===== src/rtl/text_command_decoder_pkg.sv =====
// Shared constants for the text video path: command opcodes, attribute
// bit-field layout and the text grid coordinate widths.
package text_command_decoder_pkg;

  // Command opcodes carried in the first byte of every command
  localparam logic [7:0] OP_SET_CURSOR = 8'h01;
  localparam logic [7:0] OP_PUT        = 8'h02;
  localparam logic [7:0] OP_FILL       = 8'h03;

  // Text grid coordinate widths (up to 128 columns, 64 rows)
  localparam int X_W = 7;
  localparam int Y_W = 6;

  // Packed character attribute layout
  localparam int ATTR_W          = 24;
  localparam int ATTR_CHAR_MSB   = 23;
  localparam int ATTR_CHAR_LSB   = 16;
  localparam int ATTR_FG_MSB     = 15;
  localparam int ATTR_FG_LSB     = 12;
  localparam int ATTR_BG_MSB     = 11;
  localparam int ATTR_BG_LSB     = 8;
  localparam int ATTR_SIZE_MSB   = 7;
  localparam int ATTR_SIZE_LSB   = 6;
  localparam int ATTR_PART_MSB   = 5;
  localparam int ATTR_PART_LSB   = 2;
  localparam int ATTR_BLINK_BIT  = 1;
  localparam int ATTR_ULINE_BIT  = 0;

  typedef enum logic [1:0] {
    ST_IDLE,
    ST_ARGS,
    ST_PUT,
    ST_FILL
  } state_t;

  typedef enum logic [1:0] {
    CMD_SET,
    CMD_PUT,
    CMD_FILL
  } cmd_t;

endpackage


===== src/rtl/text_command_decoder_cursor.sv =====
// Text cursor: x/y counters with clamped load, row-major advance with
// wrap, and clear. Also exposes the wrapped successor and an end flag so
// the fill sequencer can present the next address one cycle ahead.
module text_cursor
  import text_command_decoder_pkg::*;
#(
  parameter int COLS = 100,
  parameter int ROWS = 60
) (
  input  logic           clk,
  input  logic           reset,
  input  logic           clear,
  input  logic           load,
  input  logic [7:0]     load_x,
  input  logic [7:0]     load_y,
  input  logic           advance,
  output logic [X_W-1:0] x,
  output logic [Y_W-1:0] y,
  output logic [X_W-1:0] next_x,
  output logic [Y_W-1:0] next_y,
  output logic           at_end
);

  localparam logic [X_W-1:0] X_LAST = X_W'(COLS - 1);
  localparam logic [Y_W-1:0] Y_LAST = Y_W'(ROWS - 1);

  // Row-major successor of the current cell, wrapping at the grid end
  always_comb begin
    next_x = x + X_W'(1);
    next_y = y;
    if (x == X_LAST) begin
      next_x = '0;
      next_y = (y == Y_LAST) ? '0 : y + Y_W'(1);
    end
  end

  assign at_end = (x == X_LAST) && (y == Y_LAST);

  // Cursor register: clear beats load beats advance
  always_ff @(posedge clk or posedge reset) begin
    if (reset) begin
      x <= '0;
      y <= '0;
    end else if (clear) begin
      x <= '0;
      y <= '0;
    end else if (load) begin
      x <= (load_x >= 8'(COLS)) ? X_LAST : load_x[X_W-1:0];
      y <= (load_y >= 8'(ROWS)) ? Y_LAST : load_y[Y_W-1:0];
    end else if (advance) begin
      x <= next_x;
      y <= next_y;
    end
  end

endmodule


===== src/rtl/text_command_decoder.sv =====
// Byte-stream command decoder for the text display. Turns I2C data bytes
// into cursor moves, single-cell writes and whole-screen fills, driving a
// registered write port into the character video memory.
module text_command_decoder
  import text_command_decoder_pkg::*;
#(
  parameter int COLS = 100,
  parameter int ROWS = 60
) (
  input  logic              clk,
  input  logic              reset,
  input  logic              frame_start,
  input  logic              byte_valid,
  input  logic [7:0]        byte_data,
  output logic              byte_ready,
  output logic              write,
  output logic [X_W-1:0]    xtextwrite,
  output logic [Y_W-1:0]    ytextwrite,
  output logic [ATTR_W-1:0] value
);

  state_t          state;
  cmd_t            cmd;
  logic [1:0]      arg_cnt;
  logic [15:0]     arg_sr;

  logic            accept;
  logic            last_arg;
  logic [ATTR_W-1:0] attr_in;

  logic            cur_clear;
  logic            cur_load;
  logic            cur_advance;
  logic [X_W-1:0]  cur_x;
  logic [Y_W-1:0]  cur_y;
  logic [X_W-1:0]  nxt_x;
  logic [Y_W-1:0]  nxt_y;
  logic            cur_at_end;

  assign byte_ready = (state == ST_IDLE) || (state == ST_ARGS);

  // A byte coinciding with frame_start is dropped
  assign accept   = byte_valid && byte_ready && !frame_start;
  assign last_arg = (cmd == CMD_SET) ? (arg_cnt == 2'd1) : (arg_cnt == 2'd2);
  assign attr_in  = {arg_sr, byte_data};

  // Cursor control: the last operand of SET_CURSOR loads, the last operand
  // of FILL rewinds to (0,0), and every PUT/FILL write cycle steps forward
  always_comb begin
    cur_load    = 1'b0;
    cur_clear   = 1'b0;
    cur_advance = (state == ST_PUT) || (state == ST_FILL);
    if (state == ST_ARGS && accept && last_arg) begin
      cur_load  = (cmd == CMD_SET);
      cur_clear = (cmd == CMD_FILL);
    end
  end

  text_cursor #(
    .COLS (COLS),
    .ROWS (ROWS)
  ) u_cursor (
    .clk     (clk),
    .reset   (reset),
    .clear   (cur_clear),
    .load    (cur_load),
    .load_x  (arg_sr[7:0]),
    .load_y  (byte_data),
    .advance (cur_advance),
    .x       (cur_x),
    .y       (cur_y),
    .next_x  (nxt_x),
    .next_y  (nxt_y),
    .at_end  (cur_at_end)
  );

  // Command FSM with registered write port; the address and value only
  // change together with a write pulse so they stay stable otherwise
  always_ff @(posedge clk or posedge reset) begin
    if (reset) begin
      state      <= ST_IDLE;
      cmd        <= CMD_SET;
      arg_cnt    <= 2'd0;
      arg_sr     <= '0;
      write      <= 1'b0;
      xtextwrite <= '0;
      ytextwrite <= '0;
      value      <= '0;
    end else begin
      write <= 1'b0;
      case (state)
        ST_IDLE: begin
          if (frame_start) begin
            arg_cnt <= 2'd0;
          end else if (accept) begin
            arg_cnt <= 2'd0;
            case (byte_data)
              OP_SET_CURSOR: begin cmd <= CMD_SET;  state <= ST_ARGS; end
              OP_PUT:        begin cmd <= CMD_PUT;  state <= ST_ARGS; end
              OP_FILL:       begin cmd <= CMD_FILL; state <= ST_ARGS; end
              default:       state <= ST_IDLE;
            endcase
          end
        end

        ST_ARGS: begin
          if (frame_start) begin
            state   <= ST_IDLE;
            arg_cnt <= 2'd0;
          end else if (accept) begin
            arg_sr <= {arg_sr[7:0], byte_data};
            if (last_arg) begin
              arg_cnt <= 2'd0;
              case (cmd)
                CMD_PUT: begin
                  write      <= 1'b1;
                  xtextwrite <= cur_x;
                  ytextwrite <= cur_y;
                  value      <= attr_in;
                  state      <= ST_PUT;
                end
                CMD_FILL: begin
                  write      <= 1'b1;
                  xtextwrite <= '0;
                  ytextwrite <= '0;
                  value      <= attr_in;
                  state      <= ST_FILL;
                end
                default: state <= ST_IDLE;
              endcase
            end else begin
              arg_cnt <= arg_cnt + 2'd1;
            end
          end
        end

        ST_PUT: begin
          state <= ST_IDLE;
        end

        ST_FILL: begin
          if (cur_at_end) begin
            state <= ST_IDLE;
          end else begin
            write      <= 1'b1;
            xtextwrite <= nxt_x;
            ytextwrite <= nxt_y;
          end
        end

        default: state <= ST_IDLE;
      endcase
    end
  end

endmodule


===== config.mk =====
export PLATFORM = sky130hd
export DESIGN_NAME = text_command_decoder
export DESIGN_NICKNAME = d
export VERILOG_FILES = /design/src/rtl/text_command_decoder_pkg.sv /design/src/rtl/text_command_decoder_cursor.sv /design/src/rtl/text_command_decoder.sv
export SDC_FILE = /design/constraint.sdc
export NUM_CORES = 1
export LEC_CHECK = 0
export CELL_PAD_IN_SITES_DETAIL_PLACEMENT = 0
export CELL_PAD_IN_SITES_GLOBAL_PLACEMENT = 1
export CORE_MARGIN = 3
export CORE_UTILIZATION = 39
export DETAILED_ROUTE_END_ITERATION = 12
export GPL_TIMING_DRIVEN = 0
export PLACE_DENSITY = 0.78
export SETUP_SLACK_MARGIN = 0.5
export SLEW_MARGIN = 15
export SYNTH_ARGS = -nofsm -noshare
export SYNTH_HDL_FRONTEND = slang
export SYNTH_SLANG_ARGS = --single-unit

===== constraint.sdc =====
create_clock -name clk -period 2.1 [get_ports clk]
set_input_delay 0.315 -clock clk [delete_from_list [all_inputs] [get_ports clk]]
set_output_delay 0.315 -clock clk [all_outputs]
set_load 0.005 [all_outputs]

; ---- After elaboration in Yosys (flattened, before gate mapping)
; Cells that the tools add are included.
[classes]
addsub = 3
n_lt_le_gt_ge = 2
n_eq_ne = 23
mux = 48
bitwise = 1
n_reduce_logical = 22
[op_table]
columns = operator, count
row1 = 7-bit 2-to-1 mux, 9
row2 = 6-bit 2-to-1 mux, 10
row3 = 7-bit case mux with 2 select lines, 2
row4 = 6-bit case mux with 2 select lines, 2
row5 = 2-bit 2-to-1 mux, 11
row6 = 8-bit by 2-bit equality test with 1-bit output (second input constant), 2
row7 = 2-bit != test (second input constant), 7
row8 = 5-bit AND reduction, 2
row9 = 1-bit 2-to-1 mux, 9
row10 = 3-bit != test (second input constant), 3
row11 = 2-bit equality test (second input constant), 4
row12 = 8-bit by 1-bit equality test with 1-bit output (second input constant), 1
row13 = 8-bit by 6-bit >= comparator with 1-bit output (second input constant), 1
row14 = 8-bit by 7-bit >= comparator with 1-bit output (second input constant), 1
row15 = 2-bit case mux with 2 select lines, 2
row16 = 2-bit case mux with 4 select lines, 1
row17 = 7-bit by 1-bit adder with 7-bit output (second input constant), 1
row18 = 7-bit equality test (second input constant), 1
row19 = 6-bit by 1-bit adder with 6-bit output (second input constant), 1
row20 = 2-bit by 1-bit equality test with 1-bit output (second input constant), 3
row21 = 6-bit equality test (second input constant), 1
row22 = 2-bit case mux with 3 select lines, 1
row23 = 3-bit AND reduction, 2
row24 = 6-bit AND reduction, 1
row25 = other kinds (13), 21
[word_totals]
register_bits = 73
input_bits = 12
wordCells = 109

; ---- Logic depth before layout (Yosys ltp)
[logic_depth]
ltp_word = 9
mapped_depth = 9
depth_no_buf = 7

; ---- Hierarchy
; From an unflattened synthesis, not the netlist that was laid out.
[hier_totals]
cells_unflattened = 355
area_unflattened_um2 = 3960.0
[modules_own_cells]
columns = module, n_inst, cells_each, area_each_um2
row1 = text_command_decoder, 1, 209, 2756.4
row2 = text_cursor, 1, 146, 1203.7

; ---- Worst setup path before layout
; Ideal clock, no wire load.
[synth_path]
path_kind = reg-to-reg
start = register cmd[0]
end = register u_cursor.y[2]
setup_ps = 126
arrival_time_ps = 1799
t_required_ps = 1974
setup_slack_ps = 175
stages_incl_launch_ff = 9
path_buffers = 2
synth_period_minus_slack_ps = 1925
cell_sequence = dfrtp_1 -> inv_1 -> ha_1 -> buf_6 -> nand2b_1 -> o22ai_4 -> a31oi_1 -> buf_2 -> a221o_1
[synth_between]
elab_chain_len = 6
elab_cells_between_ends = 9
cone_classes = eq/ne: 1 / mux: 5 / reduce/logical: 3
[synth_lines]
columns = element, line
row1 = start: declaration, text_command_decoder.sv:23  ; cmd_t cmd;
row2 = start signal: assignment, text_command_decoder.sv:82  ; cmd <= CMD_SET;
row3 = start signal: assignment, text_command_decoder.sv:98  ; OP_SET_CURSOR: begin cmd <= CMD_SET; state <= ST_ARGS; end
row4 = start signal: assignment, text_command_decoder.sv:99  ; OP_PUT: begin cmd <= CMD_PUT; state <= ST_ARGS; end
row5 = 2-bit zero test, "text_command_decoder.sv:44, text_command_decoder.sv:54"
row6 = 1-bit 2-to-1 mux, text_command_decoder.sv:44  ; assign last_arg = (cmd == CMD_SET) ? (arg_cnt == 2'd1) : (arg_cnt == 2'd2);
row7 = 1-bit logical AND, text_command_decoder.sv:53  ; if (state == ST_ARGS && accept && last_arg) begin
row8 = 1-bit 2-to-1 mux, text_command_decoder.sv:53
row9 = 6-bit 2-to-1 mux, text_command_decoder_cursor.sv:47  ; end else if (load) begin
row10 = 6-bit 2-to-1 mux, text_command_decoder_cursor.sv:44  ; end else if (clear) begin
row11 = end signal: assignment, text_command_decoder_cursor.sv:49  ; y <= (load_y >= 8'(ROWS)) ? Y_LAST : load_y[Y_W-1:0];
row12 = end signal: assignment, text_command_decoder_cursor.sv:52  ; y <= next_y;
row13 = end: declaration, text_command_decoder_cursor.sv:18  ; output logic [Y_W-1:0] y,
; Several ways; a longest one is shown, not always the timed one.
; A chain may end at the register's enable or synchronous reset.

; ---- Worst setup path after layout
[layout_path]
start = register cmd[0]
end = register value[0]
[layout_between]
elab_chain_len = 3
elab_cells_between_ends = 6
cone_classes = eq/ne: 2 / mux: 1 / reduce/logical: 3
[layout_lines]
columns = element, line
row1 = "2-bit equality test, or another cell as far along", text_command_decoder.sv:114  ; case (cmd)
row2 = 2-bit OR reduction (no source line) or 1-bit 2-to-1 mux (tied branches), --
row3 = 5-bit AND reduction (no source line) *, --
row4 = end signal: assignment, text_command_decoder.sv:119  ; value <= attr_in;
row5 = end signal: assignment, text_command_decoder.sv:126  ; value <= attr_in;
row6 = end: declaration, text_command_decoder.sv:19  ; output logic [ATTR_W-1:0] value
; Mark *: on every way between the ends. The rest lies on a longest branch, timed or not.

==> run summary <==
power density cells: 500 mW/mm2
ys flop type: dfrtp_1
metal3 WL: 525 um
cells along the critical path: inv_2 -> ha_4 -> buf_6 -> nand2b_4 -> o22ai_4 -> nand3_4 -> clkbuf_16 -> mux2_4
Reg area: 0.00183 mm2
Area Overhead vs Synth: 46.5%
crit share post-route: 89.0%
layout cells sized above 1: 38.1%
vias per std cell: 5.52
First DRT Iteration DRCs: 142
Int Pwr: 2.01 mW
WL final: 9870 um
DRC viols: 0
Buffers & Inverters on Critical Path: 3
Core Rows: 34
Slew Viols, Final: 0
Reg2Reg Setup Slack: 0.23 ns
CP startpoint kind: flip-flop
met2 WL post-DR: 4770 um
r2r endpoint: value[0]
Critical Path Max Stage Delay: 0.37 ns
worst setup path start: cmd[0]
CTS tree: yes
Num CTS Buffers: 9
DRT Pass-1 Iters: 4
core region area: 0.00889 mm2
RSZ-0062 raised after global routing: yes
Post-Route Utilization: 60.1%
WL per Instance: 18.1 um
Hold WC Path Type: primary input to async pin
final design area excluding fillers: 0.00534 mm2
post-synthesis register bit count: 73
maximum number of pins on one net before global-route repair: 31
via count: 3015
Mapped Nets: 337
maximum VDD drop: 0.443 mV
clock share of power: 44.4%
Critical Path End Type: flip-flop
Final Hold Vio Count: 0
max cap viols: 0
Syn. warnings: 0
cell count along the critical path: 8
dpl hpwl: 6440 um
relative slew slack: 71.7%
global-route wire length before repair: 15100 um
die area: 0.0105 mm2
Clock Sinks: 73
global-route total usage across every layer: 18.6%
H-tree level count: 3
static leakage: 2.63 nW
# IOs: 51
Post-Syn Area: 0.00365 mm2
Sw Ratio: 24.9%
crit path capture: value[0]
Max Freq: 535 MHz
part of the power in registers: 52.5%
outcome: complete, no violations
Root Driver: clkbuf_8
initial antenna violation count: 0
gp weighted congestion: 0.853
commonest cells after routing, fill and taps aside: 69 x dfrtp_1, 41 x clkdlybuf4s50_1, 37 x buf_4
I/O Buffers: 50
GRT Residual Overflow: 0
Die X: 103 um
Post-synth EDFFs: 0
most common cell after layout, fill and taps aside: dfrtp_1
CTS Buffer Depth: 2
setup violators final: 0
Switch Pwr: 664 uW
worst r2r src: cmd[0]
clk_lat worst skew: 0.34 ns
WHS: 0.315 ns
Initial Util: 41.0%
pre-CTS setup slack: -0.0832 ns
worst-case clock skew: 0.00365 ns
WS Path Type: flip-flop to flip-flop
nets: 450
M1 wire length: 4510 um
Seq/Total Area, Yosys: 50.1%
Worst-Margin Slew: 0.423 ns
Critical Path RT: 2.33 ns
Arr. time, crit path: 2.10 ns
Post-Place Cell Area: 0.00442 mm2
final worst setup slack: 0.231 ns
kind of cell adding the most delay to the critical path: buffers and inverters
clock-pin transition on the worst setup and hold timing paths: 0.09 ns
antenna viol nets, final: 0
Cells after Synth: 320
area of the multi-input gates: 0.00191 mm2
Post-synth ARST share: 100%
critical path fanouts, max: 5
Setup TNS: 0 ns
Die H: 103 um
vias in the first global route: 2895
fill cell count: 736
highest routed metal layer: met4
Unique masters post-synth: 60
Comb pwr share: 3.1%
R2R cell count: 8
antenna cell count: 0
Tmin final: 1.87 ns
Mean Syn Cell Area: 11.4 um2
Crit-path slowest cell: dfrtp_1
## layout make-up
type | instances | area share (%)
flip-flops and latches | 73 | 34.3
multi-input cells | 224 | 35.8
well taps | 108 | 2.53
inverters | 5 | 0.422
clock inverters | 7 | 1.57
plain buffers | 18 | 3.82
repair buffers | 102 | 19.2
clock buffers | 9 | 2.32
## routing by layer
layer	GRT usage [%]	up-vias
met4	4.24	0
met1	25.5	1507
met5	0	-
met3	5.41	4
li1	-	1421
met2	29.2	83
## logic make-up after synthesis
kind of cell | Yosys count | synth area share, %
compound gates | 70 | 14.1
xor+xnor | 5 | 1.20
fa+ha+maj | 5 | 1.72
buf+inv | 23 | 3.43
flops | 73 | 50.1
mux | 46 | 14.1
simple gates | 98 | 15.3
## registers in the layout, summed over array words and instances (netlist names)
signal	flops
arg_cnt	2
state	2
u_cursor.x	7
value	24
u_cursor.y	6
cmd	2
arg_sr	16
ytextwrite	6
xtextwrite	7
write	1
## cells in the mapped netlist (2+ instances only)
library cell / n / area [um2]
nand4_1: 2 / 12.5
mux2_1: 18 / 203
nand3b_1: 2 / 15.0
a22o_1: 6 / 52.6
and2_1: 2 / 12.5
buf_6: 2 / 22.5
a31oi_1: 2 / 12.5
dfrtp_1: 73 / 1830
nand2_1: 36 / 135
o221ai_1: 5 / 43.8
a221o_1: 2 / 20.0
nor2_1: 10 / 37.5
nor3_1: 8 / 40.0
nor2b_1: 3 / 18.8
mux2i_1: 4 / 40.0
a21o_1: 6 / 45.0
o22ai_1: 2 / 12.5
o31a_1: 2 / 17.5
nand3_1: 10 / 50.1
ha_1: 5 / 62.6
o21a_1: 2 / 15.0
buf_4: 2 / 15.0
a22oi_1: 3 / 22.5
buf_2: 13 / 65.1
or3_1: 5 / 31.3
and3_1: 4 / 25.0
a32o_1: 2 / 20.0
o21ai_0: 18 / 90.1
xnor2_1: 4 / 35.0
a21oi_1: 9 / 45.0
mux2_2: 24 / 270
inv_1: 5 / 18.8
and4b_1: 2 / 20.0
## worst min path at each step
stage	startpoint	end	slack, ns	depth (start not counted)
5_1_grt	reset	xtextwrite[4]	0.33	2
3_5_place_dp	xtextwrite[5]	xtextwrite[5]	0.48	2
2_1_floorplan	byte_data[0]	value[0]	0.45	1
4_1_cts	reset	xtextwrite[4]	0.32	2
6_report	reset	xtextwrite[4]	0.32	2
3_3_place_gp	arg_sr[11]	value[19]	0.47	1
## per-stage QoR
stage	instances	power (mW)
final	546	2.67
after global routing	546	2.78
after CTS	519	2.70
after detailed placement	480	1.51
after global placement	478	1.50
after floorplan	320	1.46
## power by group through the flow
stage | clock network [mW] | logic [mW] | registers, mW
floorplan | 0 | 0.0276 | 1.43
global placement | 0 | 0.0720 | 1.43
detailed placement | 0 | 0.0818 | 1.43
CTS | 1.21 | 0.0820 | 1.40
global route | 1.28 | 0.0918 | 1.40
finish | 1.19 | 0.0826 | 1.40
## timing repair
action / 4_1_cts / 5_1_grt
gates resized for setup: 32 / 50
setup endpoints to repair: 66 / 66
pin swaps: 9 / 15
cloned: 1 / 5
setup buffers: 22 / 22
hold buffers: 0 / 0
(Power assumes the default switching activity.)
